==> config.mk <==
export PLATFORM = sky130hd
export DESIGN_NAME = remainder_reconstructor
export DESIGN_NICKNAME = d
export VERILOG_FILES = /design/src/rtl/remainder_reconstructor.sv
export SDC_FILE = /design/constraint.sdc
export NUM_CORES = 1
export LEC_CHECK = 0
export CAP_MARGIN = 20
export CORE_AREA = 2 2 153 155
export CTS_CLUSTER_DIAMETER = 40
export CTS_CLUSTER_SIZE = 10
export DETAILED_ROUTE_END_ITERATION = 7
export DIE_AREA = 0 0 155 157
export PLACE_DENSITY = 0.77
export SYNTH_ARGS = -nofsm -noshare
export SYNTH_HDL_FRONTEND = slang
export SYNTH_SLANG_ARGS = --single-unit
==> constraint.sdc <==
create_clock -name clk -period 3.25 [get_ports clk]
set_input_delay 0.4875 -clock clk [delete_from_list [all_inputs] [get_ports clk]]
set_output_delay 0.4875 -clock clk [all_outputs]
set_load 0.005 [all_outputs]
==> src/rtl/remainder_reconstructor.sv <==
// Shift-add multiply-accumulate: product = multiplicand * multiplier + addend, with overflow flag.
// Processes one multiplier bit per clock and stops as soon as the remaining multiplier bits are zero.
module remainder_reconstructor (
    input  logic        clk,
    input  logic        rst_n,
    input  logic        start,
    input  logic [31:0] multiplicand,
    input  logic [31:0] multiplier,
    input  logic [31:0] addend,
    output logic [31:0] product,
    output logic        overflow,
    output logic        busy,
    output logic        done,
    output logic [1:0]  dbg_state
);

    typedef enum logic [1:0] {
        S_IDLE = 2'd0,
        S_CALC = 2'd1,
        S_DONE = 2'd2
    } state_t;

    state_t      r_state;
    logic [63:0] r_acc;
    logic [63:0] r_mcand;
    logic [31:0] r_mult;
    logic [31:0] r_product;
    logic        r_overflow;
    logic        r_busy;
    logic        r_done;

    logic [63:0] w_acc_next;

    // The 64-bit accumulator tops out at 2^64 - 2^32, so this sum never wraps.
    assign w_acc_next = r_mult[0] ? (r_acc + r_mcand) : r_acc;

    // Handshake: start is sampled only in IDLE and is never queued; done is a
    // one-cycle pulse, and product/overflow stay stable from done until the next completion.
    always_ff @(posedge clk or negedge rst_n) begin
        if (!rst_n) begin
            r_state    <= S_IDLE;
            r_acc      <= 64'd0;
            r_mcand    <= 64'd0;
            r_mult     <= 32'd0;
            r_product  <= 32'd0;
            r_overflow <= 1'b0;
            r_busy     <= 1'b0;
            r_done     <= 1'b0;
        end else begin
            case (r_state)
                S_IDLE: begin
                    r_done <= 1'b0;
                    if (start) begin
                        if (multiplier != 32'd0) begin
                            r_acc   <= {32'd0, addend};
                            r_mcand <= {32'd0, multiplicand};
                            r_mult  <= multiplier;
                            r_busy  <= 1'b1;
                            r_state <= S_CALC;
                        end else begin
                            r_product  <= addend;
                            r_overflow <= 1'b0;
                            r_done     <= 1'b1;
                            r_state    <= S_DONE;
                        end
                    end
                end
                S_CALC: begin
                    if (r_mult != 32'd0) begin
                        r_acc   <= w_acc_next;
                        r_mcand <= {r_mcand[62:0], 1'b0};
                        r_mult  <= {1'b0, r_mult[31:1]};
                    end else begin
                        r_product  <= r_acc[31:0];
                        r_overflow <= |r_acc[63:32];
                        r_busy     <= 1'b0;
                        r_done     <= 1'b1;
                        r_state    <= S_DONE;
                    end
                end
                S_DONE: begin
                    r_done  <= 1'b0;
                    r_state <= S_IDLE;
                end
                default: begin
                    r_state <= S_IDLE;
                end
            endcase
        end
    end

    assign product   = r_product;
    assign overflow  = r_overflow;
    assign busy      = r_busy;
    assign done      = r_done;
    assign dbg_state = r_state;

endmodule

==> impl_metrics.py <==
metrics = {
    "synth": {
        "synth-adder-area-share": 0.06876,
        "syn_area_per_cell_um2": 9.167,
        "yosysUniqueCellTypes": 73,
        "synth_top_area_frac": 0.4007,
        "synth_seq_area_share": 0.4007,
        "ys_async_sr_fraction": 1.000,
        "synthFlopType": "dfrtp_1",
        "muxShareOfSynthArea": 0.08055,
        "synth-simple-area-share": 0.1366,
        "synth-xor-area-share": 0.03061,
        "synth-edff-count": 0,
        "synth_top_family_by_area": "compound AO/OA/AOI/OAI gates",
        "netlist_instances": 1342,
        "synth-compound-area-share": 0.2443,
        "yosysTopAreaCell": "dfrtp_1",
        "yosys-top-cells-area": "dfrtp_1 40%, mux2i_1 8.1%, ha_1 6.7%",
        "synth_area_um2": 12300,
        "ys_ff_latch": 197,
        "synth_warnings": 0,
        "synthesis.nets": 1508,
    },
    "layout": {
        "fin_area_um2": 14980,
        "insertedDiodeCount": 0,
        "area_delta_synth_final_pct": 21.81,
        "drive_gt1_frac": 0.08962,
        "n_fill_cell": 1789,
        "nets": 1638,
    },
    "sta": {
        "fmax_ghz": 0.3139,
        "tightest_slew_ns": 1.106,
        "relSlewSlack": 0.2627,
        "finalSetupViolCount": 0,
        "finalCritPeriodShare": 0.9801,
        "hold_viol": 0,
        "setup_slack_ns": 0.06452,
        "slew_viol_final": 0,
        "finalCriticalPeriod_ns": 3.185,
        "worst_clock_skew_ns": 0.01114,
    },
    "floorplanning": {
        "ios": 136,
        "fp.dieArea_um2": 24340,
        "fp.dieW_um": 155,
        "die_h_um": 157,
        "core_um2": 22500,
        "initial_utilization": 0.5467,
        "fp-row-count": 55,
    },
    "route": {
        "totalWireLength_mm": 33.64,
        "drc": 0,
        "dr.pass1.iters": 5,
        "drtAntennaViolNets": 0,
        "drtIter0Drc": 781,
        "vias": 11220,
        "viasPerCell": 6.341,
        "avgRoutedWirePerCell_um": 19.01,
    },
    "clock_tree": {
        "cts.clk_slew.worst_paths_ns": 0.08,
        "tritoncts": "built",
        "h-tree-depth": 4,
        "cts_buffers": 17,
        "hold_buffers": 0,
        "clock_latency_ns": 0.45,
        "cts_buffer_depth": 2,
        "cts_root_buf": "clkbuf_16",
        "numClockSinks": 197,
    },
    "place": {
        "placed_area_um2": 14230,
        "port_buffers": 135,
        "dpl.hpwl_mm": 24.18,
        "dpl_worst_slack_ns": 0.01742,
        "gp_congestion": 0.9130,
    },
    "global_routing": {
        "antenna_found_initial": 0,
        "grt_max_degree": 103,
        "grt_use_total": 0.2806,
        "grt_overflow": 0,
        "grt_pass1_vias": 11040,
        "grt_pass1_wl_mm": 55.65,
    },
    "critical_path": {
        "cp.arrival_ns": 3.52,
        "cp-start-kind": "flop",
        "critPathMaxFanout": 6,
        "critPathCaptureType": "flop",
        "crit_type": "flop to flop",
        "critPathRequiredTime_ns": 3.58,
    },
    "power_and_ir_drop": {
        "power_w": 0.01271,
        "p_leak_nw": 6.629,
        "p_per_area_nw_per_um2": 848.2,
        "ir_worst_vdd_uv": 560.5,
    },
    "worst_hold_path": {
        "hold_path_class": "primary input to async pin",
    },
    "flow_run": {
        "maxCapViolCount": 0,
    },
    "run_status": {
        "status": "complete, no violations",
    },
}
==> cells in the final DEF (no fill, tap or decap), types with 17 or more instances in the layout <==
cell type,instances
a21o_1,37
a21oi_1,72
a22o_1,35
a22oi_1,27
buf_4,54
clkbuf_16,17
clkdlybuf4s50_1,134
dfrtp_1,197
ha_1,57
inv_1,31
mux2i_1,99
nand2_1,172
nand4_1,35
nor2_1,47
nor4_1,28
o21ai_0,160
xnor2_1,23
xor2_1,20
==> cells by family (layout without fill, tap and decap cells) <==
| family | Yosys count | count (layout) |
|---|---|---|
| compound gates | 460 | 460 |
| xor+xnor | 43 | 43 |
| fa+ha+maj | 67 | 67 |
| buf+inv | 116 | 258 |
| flops | 197 | 197 |
| mux | 99 | 99 |
| simple gates | 360 | 360 |
==> critical path, stage by stage, from the launching register on <==
cell,delay (ns)
dfrtp_1,0.41
ha_2,0.41
nand2_1,0.14
or4_4,0.55
a221oi_2,0.25
o211a_1,0.25
o21ai_4,0.09
a2111oi_1,0.56
o21ai_1,0.13
a32o_1,0.27
==> repair_timing <==
| action | in CTS | in global routing |
|---|---|---|
| setup endpoints to repair | 0 | 21 |
| buffers inserted | 0 | 2 |
| gates resized for setup | 0 | 30 |
==> through the flow <==
| step | utilization | instances | TNS, ns | hold WS (ns) |
|---|---|---|---|---|
| 6_report | 0.6659 | 1769 | 0 | 0.01581 |
| 5_1_grt | 0.6659 | 1769 | -0.07788 | 0.06530 |
| 4_1_cts | 0.6570 | 1767 | 0 | 0.04715 |
| 3_5_place_dp | 0.6323 | 1736 | 0 | 0.4699 |
| 3_3_place_gp | 0.6323 | 1736 | 0 | 0.4605 |
| 2_1_floorplan | - | 1342 | 0 | 0.1919 |
==> where the power goes <==
| group | total (W) | switching [W] | internal [W] | leakage [nW] |
|---|---|---|---|---|
| Sequential | 0.00394 | 0.000684 | 0.00326 | 2.56 |
| Combinational | 0.00671 | 0.00386 | 0.00285 | 3.81 |
| Clock | 0.00206 | 0.00103 | 0.00103 | 0.265 |
| Total | 0.0127 | 0.00557 | 0.00714 | 6.63 |
==> Yosys cell counts, types with 27 or more instances <==
cell / count
a22o_1: 35
a22oi_1: 27
a21o_1: 37
nor4_1: 30
dfrtp_1: 197
mux2i_1: 99
nand4_1: 35
o21ai_0: 162
nand2_1: 174
a21oi_1: 75
clkbuf_1: 59
inv_1: 31
nor2_1: 48
ha_1: 66
==> path summary, 6_finish.rpt <==
check	start	end	slack, ns	cells past startpoint
setup / recovery	r_mcand[16]	r_acc[62]	0.06	9
hold / removal	rst_n	product[16]	0.02	1
setup reg to reg	r_mcand[16]	r_acc[62]	0.06	9
hold reg to reg	product[17]	product[17]	0.48	2
max in group asynchronous	rst_n	r_mult[31]	2.31	2
min in group clk	product[17]	product[17]	0.48	2
==> layer usage <==
layer  up-vias  track usage  share of wire
li1       5255            -              -
met3        76      0.04295          0.061
met4         0      0.08951          0.023
met1      5477       0.3713           0.43
met2       410       0.4762           0.48
met5         -            0              0
==> sequential cells by signal (all words and copies together), names as in the netlist <==
signal	cells
r_mcand	64
done	1
r_acc	64
overflow	1
r_mult	32
dbg_state	2
product	32
busy	1
==> area by class of cell <==
| cell class | instances | area, µm² | share of cell area |
|---|---|---|---|
| sequential | 197 | 4930 | 0.3290 |
| multi-input combinational | 1029 | 7124 | 0.4754 |
| clock buffer | 19 | 442.9 | 0.02956 |
| inverter | 31 | 116.4 | 0.007766 |
| clock inverter | 12 | 113.9 | 0.007599 |
| tap | 285 | 356.6 | 0.02380 |
| timing repair buffer | 196 | 1901 | 0.1268 |
No activity file was read; power rests on OpenSTA's default activity.
